===== src/rtl/tone_i2s_synth_if.sv =====
// I2S audio DAC pins: master clock, frame clock, bit clock and serial data.
// The synthesiser drives them through the master modport; the DAC side uses slave.
interface tone_i2s_synth_if;
  logic audio_mclk;
  logic audio_lrck;
  logic audio_sck;
  logic audio_sdin;

  modport master (
    output audio_mclk,
    output audio_lrck,
    output audio_sck,
    output audio_sdin
  );

  modport slave (
    input audio_mclk,
    input audio_lrck,
    input audio_sck,
    input audio_sdin
  );
endinterface


===== src/rtl/tone_i2s_synth.sv =====
// Two-channel square-wave tone synthesiser with volume scaling.
// The samples are serialised as 16-bit two's-complement I2S words.
module tone_i2s_synth #(
  parameter int unsigned CLK_HZ = 100_000_000,
  parameter int unsigned SIL_HZ = 50_000_000
) (
  input  logic                     clk,
  input  logic                     rst_n,
  input  logic [31:0]              toneL,
  input  logic [31:0]              toneR,
  input  logic [2:0]               volume,
  input  logic                     mute,
  tone_i2s_synth_if.master         i2s
);

  logic [8:0]        cnt_q, cnt_next;
  logic              wrap;
  logic [3:0]        bit_idx;
  logic [1:0][31:0]  tone_in;
  logic [1:0][31:0]  tone_q;
  logic [1:0][31:0]  acc_q, acc_d;
  logic [1:0]        sq_q, sq_d;
  logic [1:0][32:0]  sum;
  logic [1:0]        silent;
  logic [1:0][15:0]  smp;
  logic [1:0][15:0]  frame_q, frame_d;
  logic [15:0]       amp;
  logic              sdin_q, sdin_d;

  assign tone_in[0] = toneL;
  assign tone_in[1] = toneR;

  assign cnt_next = cnt_q + 9'd1;
  assign wrap     = (cnt_q == 9'd511);
  assign bit_idx  = 4'd15 - cnt_next[7:4];

  always_comb begin
    amp = 16'h7000;
    case (volume)
      3'd0:    amp = 16'h0000;
      3'd1:    amp = 16'h1000;
      3'd2:    amp = 16'h2000;
      3'd3:    amp = 16'h4000;
      default: amp = 16'h7000;
    endcase
  end

  // Phase accumulator per channel; a changed tone restarts the phase, and
  // that restart takes priority over any overflow in the same cycle.
  always_comb begin
    silent = '0;
    sum    = '0;
    acc_d  = acc_q;
    sq_d   = sq_q;
    smp    = '0;
    for (int ch = 0; ch < 2; ch++) begin
      silent[ch] = (tone_q[ch] == 32'd0) || (tone_q[ch] >= SIL_HZ);
      sum[ch]    = {1'b0, acc_q[ch]} + {tone_q[ch], 1'b0};
      if ((tone_in[ch] != tone_q[ch]) || silent[ch]) begin
        acc_d[ch] = '0;
        sq_d[ch]  = 1'b0;
      end else if (sum[ch] >= 33'(CLK_HZ)) begin
        acc_d[ch] = 32'(sum[ch] - 33'(CLK_HZ));
        sq_d[ch]  = ~sq_q[ch];
      end else begin
        acc_d[ch] = sum[ch][31:0];
      end
      if (silent[ch] || mute) begin
        smp[ch] = 16'h0000;
      end else if (sq_q[ch]) begin
        smp[ch] = amp;
      end else begin
        smp[ch] = 16'h0000 - amp;
      end
    end
  end

  // The word shifted out at the wrap must be the freshly captured frame.
  always_comb begin
    frame_d = wrap ? smp : frame_q;
    sdin_d  = frame_d[cnt_next[8]][bit_idx];
  end

  always_ff @(posedge clk or negedge rst_n) begin
    if (!rst_n) begin
      cnt_q   <= '0;
      tone_q  <= '0;
      acc_q   <= '0;
      sq_q    <= '0;
      frame_q <= '0;
      sdin_q  <= 1'b0;
    end else begin
      cnt_q   <= cnt_next;
      tone_q  <= tone_in;
      acc_q   <= acc_d;
      sq_q    <= sq_d;
      frame_q <= frame_d;
      sdin_q  <= sdin_d;
    end
  end

  assign i2s.audio_mclk = cnt_q[1];
  assign i2s.audio_sck  = cnt_q[3];
  assign i2s.audio_lrck = cnt_q[8];
  assign i2s.audio_sdin = sdin_q;

endmodule


===== src/flat_wrapper.sv =====
// flat-port wrapper written by rule: the top's interface ports become plain ports
module tone_i2s_synth_flat 
#(
  parameter int unsigned CLK_HZ = 100_000_000,
  parameter int unsigned SIL_HZ = 50_000_000
)
  (clk, rst_n, toneL, toneR, volume, mute, i2s_audio_mclk, i2s_audio_lrck, i2s_audio_sck, i2s_audio_sdin);
  tone_i2s_synth_if i2s_i ();
  input  logic clk;
  input  logic rst_n;
  input  logic [31:0] toneL;
  input  logic [31:0] toneR;
  input  logic [2:0] volume;
  input  logic mute;
  output wire logic [$bits(i2s_i.audio_mclk)-1:0] i2s_audio_mclk;
  output wire logic [$bits(i2s_i.audio_lrck)-1:0] i2s_audio_lrck;
  output wire logic [$bits(i2s_i.audio_sck)-1:0] i2s_audio_sck;
  output wire logic [$bits(i2s_i.audio_sdin)-1:0] i2s_audio_sdin;
  assign i2s_audio_mclk = i2s_i.audio_mclk;
  assign i2s_audio_lrck = i2s_i.audio_lrck;
  assign i2s_audio_sck = i2s_i.audio_sck;
  assign i2s_audio_sdin = i2s_i.audio_sdin;
  tone_i2s_synth #(.CLK_HZ(CLK_HZ), .SIL_HZ(SIL_HZ)) u_core (.clk(clk), .rst_n(rst_n), .toneL(toneL), .toneR(toneR), .volume(volume), .mute(mute), .i2s(i2s_i));
endmodule

===== config.mk =====
export PLATFORM = sky130hd
export DESIGN_NAME = tone_i2s_synth_flat
export DESIGN_NICKNAME = d
export VERILOG_FILES = /design/src/rtl/tone_i2s_synth_if.sv /design/src/rtl/tone_i2s_synth.sv /design/src/flat_wrapper.sv
export SDC_FILE = /design/constraint.sdc
export NUM_CORES = 1
export LEC_CHECK = 0
export CAP_MARGIN = 20
export CORE_ASPECT_RATIO = 0.7
export CORE_MARGIN = 4
export CORE_UTILIZATION = 45
export CTS_CLUSTER_DIAMETER = 150
export CTS_CLUSTER_SIZE = 40
export DETAILED_ROUTE_END_ITERATION = 7
export PLACE_DENSITY = 0.62
export SLEW_MARGIN = 15
export SYNTH_ARGS = -nofsm -noshare
export SYNTH_HDL_FRONTEND = slang
export SYNTH_SLANG_ARGS = --single-unit

===== constraint.sdc =====
create_clock -name clk -period 4.95 [get_ports clk]
set_clock_uncertainty 0.1 [all_clocks]
set_input_delay 0.99 -clock clk [delete_from_list [all_inputs] [get_ports clk]]
set_output_delay 0.99 -clock clk [all_outputs]
set_load 0.02 [all_outputs]

## Word level (Yosys, flattened, before mapping)

Cells that the tools add are included.

| word-level totals | value |
|---|---|
| flip-flop bits (word level) | 172 |
| bits of input ports | 70 |
| output and inout port bits | 4 |
| logic and storage cells | 60 |

| cells by class | value |
|---|---|
| add/subtract/negate cells | 7 |
| $lt $le $gt $ge | 6 |
| equal/unequal tests | 6 |
| muxes and demuxes | 18 |
| bitwise operators | 2 |
| reductions and logical operators | 11 |

Operators with widths:

| kind | count |
|---|---|
| $mux 32 | 5 |
| $mux 16 | 6 |
| $add 32x33->33 | 2 |
| $ge 33x27->1 const B | 2 |
| $ge 32x26->1 const B | 2 |
| $logic_not 32->1 | 2 |
| $ne 32x32->1 | 2 |
| $sub 32x27->32 const B | 2 |
| $pmux 15 s4 | 1 |
| $sub 1x15->16 const A | 1 |
| $add 9x1->9 const B | 1 |
| $eq 9x9->1 const B | 1 |
| $eq 3x2->1 const B | 2 |
| $logic_or 1x1->1 | 6 |
| $lt 4x5->1 const B | 1 |
| $mux 1 | 5 |
| $bmux 1 s4 | 1 |
| $reduce_bool 2->1 | 2 |
| $sub 4x4->4 const A | 1 |
| $eq 3x1->1 const B | 1 |
| $logic_not 3->1 | 1 |
| $lt 1x2->1 const B | 1 |
| $not 1->1 | 2 |

## Depth between registers and ports, before layout

| logic depth | value |
|---|---|
| depth in word-level cells | 10 |
| mapped depth | 18 |
| mapped depth without buffers | 16 |

## Least setup slack after synthesis

No wires, ideal clock.

| path | value |
|---|---|
| kind | register to register |
| from | reg u_core.tone_q[0] (netlist name) |
| to | reg u_core.acc_q[23] (netlist name) |
| library setup time | 0.132 ns |
| arrival time | 3.674 ns |
| required time | 4.718 ns |
| slack | 1.044 ns |
| stages on the path, launching flop included | 14 |
| path buffers | 0 |
| clock period less this slack | 3.906 ns |
| cells stage by stage | dfrtp_1 > ha_1 > fa_1 > a21o_1 > a311o_1 > a21oi_4 > o211ai_1 > and3_4 > or4_4 > nor4_4 > nand2_1 > a2111o_1 > xnor2_1 > nor2_1 |

RTL lines:

| what | RTL line | source |
|---|---|---|
| start, declared | tone_i2s_synth.sv:20 | `logic [1:0][31:0] tone_q;` |
| start signal, assigned | tone_i2s_synth.sv:94 | `tone_q <= tone_in;` |
| end signal, assigned | tone_i2s_synth.sv:88 | `acc_q <= '0;` |
| end signal, assigned | tone_i2s_synth.sv:95 | `acc_q <= acc_d;` |
| end, declared | tone_i2s_synth.sv:21 | `logic [1:0][31:0] acc_q, acc_d;` |

==> results.cfg <==
[outcome]
status = finished, final reports clean

[grt]
grtUsageMet3_pct = 8.09
grt_pass1_wl_mm = 58.6
grt_pass1_vias = 9862
grt_max_degree = 104
grt_use_met1_pct = 41.9
grt_use_total_pct = 25.4
grt-ovfl-total = 0
grt_use_met2_pct = 31.3
antenna_found_initial = 0
grt_busiest_layer = met1

[yosys]
synth_top_area_cell = dfrtp_1
synth.top_cells.by_count = dfrtp_1, xnor2_1, nor2_1
syn-num-nets = 1467
yosysSeqAreaShare_pct = 34.9
synth_cells = 1326
yosysWarnings = 0
postSynthAreaPerCell_sq_um = 9.19
yosys.area.top_type_share_pct = 34.9
synthMostInstantiatedCell = dfrtp_1
synth_edf_count = 0
netlist_top_cells_area = dfrtp_1, xnor2_1, ha_1, a21oi_1, nor2_1
synth_cell_types = 96
async_reset_ff_share_pct = 100
syn_area_sq_um = 12200
ys_seq_elements = 170
synthFlopType = dfrtp_1

[finish]
nets = 1525
final_area_sq_um = 13800
syn_to_final_growth_pct = 13.0
insertedDiodeCount = 0
final_layout_size_suffix_gt1_share_pct = 7.66
fin_cells = 1761
fillCellCount = 2513
utilization_pct = 51.5

[clock_network]
cts_tree = done
ctsHtreeMaxLevel = 4
clk_latency_ps = 460
hold_buffers = 0
cts.path.max_buffers = 2
clock_sinks = 170
path_clk_slew_ps = 70
cts-buffers-inserted = 17
post_cts.repair.setup_buffers = 0
cts-root-buf = clkbuf_16
ctsResizeCount = 0

[worst_setup_path]
worstSetupStartpointType = flop
max_stage_delay_ps = 670
critical_path_arrival_ps = 5040
path_cells = ha_1, fa_1, a211oi_1, o21bai_1, o211ai_1, nand2_1, a221oi_4, nand4_1, or4b_1, a21oi_4, nor2_1, buf_4, or3_1, a21oi_1
crit_path_start = u_core.tone_q[32]
worstPathRequired_ps = 5220
crit_type = flop to flop
crit_path_end_kind = flop
r2r_start = u_core.tone_q[32]
crit_fanout = 10
slowest_stage = or4b_1

[sta]
worstMarginPinSlew_ps = 968
fin_ws_ps = 185
slew_violations = 0
hold_ws_ps = 410
finalSetupViolations = 0
slew_headroom_pct = 35.5
fmax_mhz = 210
hold_viol = 0
fin_crit_ps = 4760
fin_crit_sh_pct = 96.3
rsz0062_at_grt = no
final.setup.tns_ps = 0

[min_path]
min_path_type = flop to flop
hp-start = u_core.frame_q[2]

[floorplanning]
ios = 74
die-area_sq_um = 29800
core.rowCount = 50
coreArea_sq_um = 26700
dieHeight_um = 146
start_util_pct = 45.6
fp.dieW_um = 205

[detailed_routing]
viasPerCell = 6.01
wl_per_cell_um = 21.5
vias = 10600
postRouteAntennaNets = 0
drt_iter0_markers = 1183
first_pass_iters = 7
wirelength_mm = 37.8
drc = 0

[placed_design]
post-place-ws_ps = 268
dp_cells = 1729
io_buffers = 73
placed_cell_area_sq_um = 13200
dp_hpwl_mm = 30.1
gp_congestion = 0.951

[pwr]
irDropWorstVdd_v = 0.000235
power_density_nw_per_um2 = 230
p_total_mw = 3.17
p_leak_nw = 5.95

[run]
drv_cap = 0
## report_power, final
part           switching [mW]  leakage [nW]  internal (mW)
clock network           0.583         0.257          0.667
registers              0.0413          2.17           1.42
logic                   0.270          3.53          0.195
total                   0.895          5.95           2.28
## path summary, 6_finish.rpt
path                                endpoint  slack, ps  cells past startpoint
max reg2reg                 u_core.acc_q[52]        190                     14
min reg2reg                u_core.frame_q[2]        410                      1
min                        u_core.frame_q[2]        410                      1
min in group asynchronous  u_core.tone_q[60]        510                      1
max in group asynchronous   u_core.acc_q[39]       3080                      2
max                         u_core.acc_q[52]        190                     14
## critical path: cells and delay by family (launching register included)
family	cells	cell delay, ps
flops	1	420
simple gates	5	1530
buf+inv	1	190
compound gates	6	1750
fa+ha+maj	2	660
## cells by family (layout without fill, tap and decap cells)
| group | after synthesis | count (layout) | share of synthesized area [%] |
|---|---|---|---|
| xor+xnor | 142 | 142 | 10.2 |
| mux | 19 | 19 | 2.20 |
| buf+inv | 84 | 155 | 3.20 |
| fa+ha+maj | 71 | 71 | 7.42 |
| simple gates | 485 | 485 | 21.4 |
| compound gates | 355 | 355 | 20.7 |
| flops | 170 | 170 | 34.9 |
## registers in the layout (all words and copies together), names as in the netlist
signal / count
u_core.tone_q: 64
u_core.sq_q: 2
u_core.acc_q: 62
u_core.cnt_q: 9
u_core.frame_q: 32
u_core.i2s.audio_sdin: 1
## area by class of cell
type	count	area (sq um)	area share (%)
clock inverter	10	68.8	0.500
sequential	170	4250	30.9
clock buffer	22	464	3.37
timing repair buffer	89	852	6.19
tap	364	455	3.31
inverter	34	128	0.927
multi-input combinational	1072	7540	54.8
## layer usage
metal  wire length [um]  vias to the layer above
met1              19500                     5099
met2              13800                      433
li1                   -                     5011
met4                471                        0
met5                  0                        -
met3               4010                       37
## layout by cell type, fill, tap and decap left out, types with 20 or more instances in the layout
cell             Yosys  final
nor2_1             111    111
and3_1              27     27
a21oi_1             84     84
dfrtp_1            170    170
o21ai_0             52     51
clkdlybuf4s50_1      0     72
ha_1                69     69
and2_1              20     20
nor2b_1             36     36
nor3_1              32     32
nand3_1             42     42
inv_1               32     32
o211ai_1            20     20
a21o_1              29     29
nand4_1             40     40
xnor2_1            113    113
nand2_1             82     82
a211oi_1            24     24
xor2_1              29     29
No activity file was read; power rests on OpenSTA's default activity.
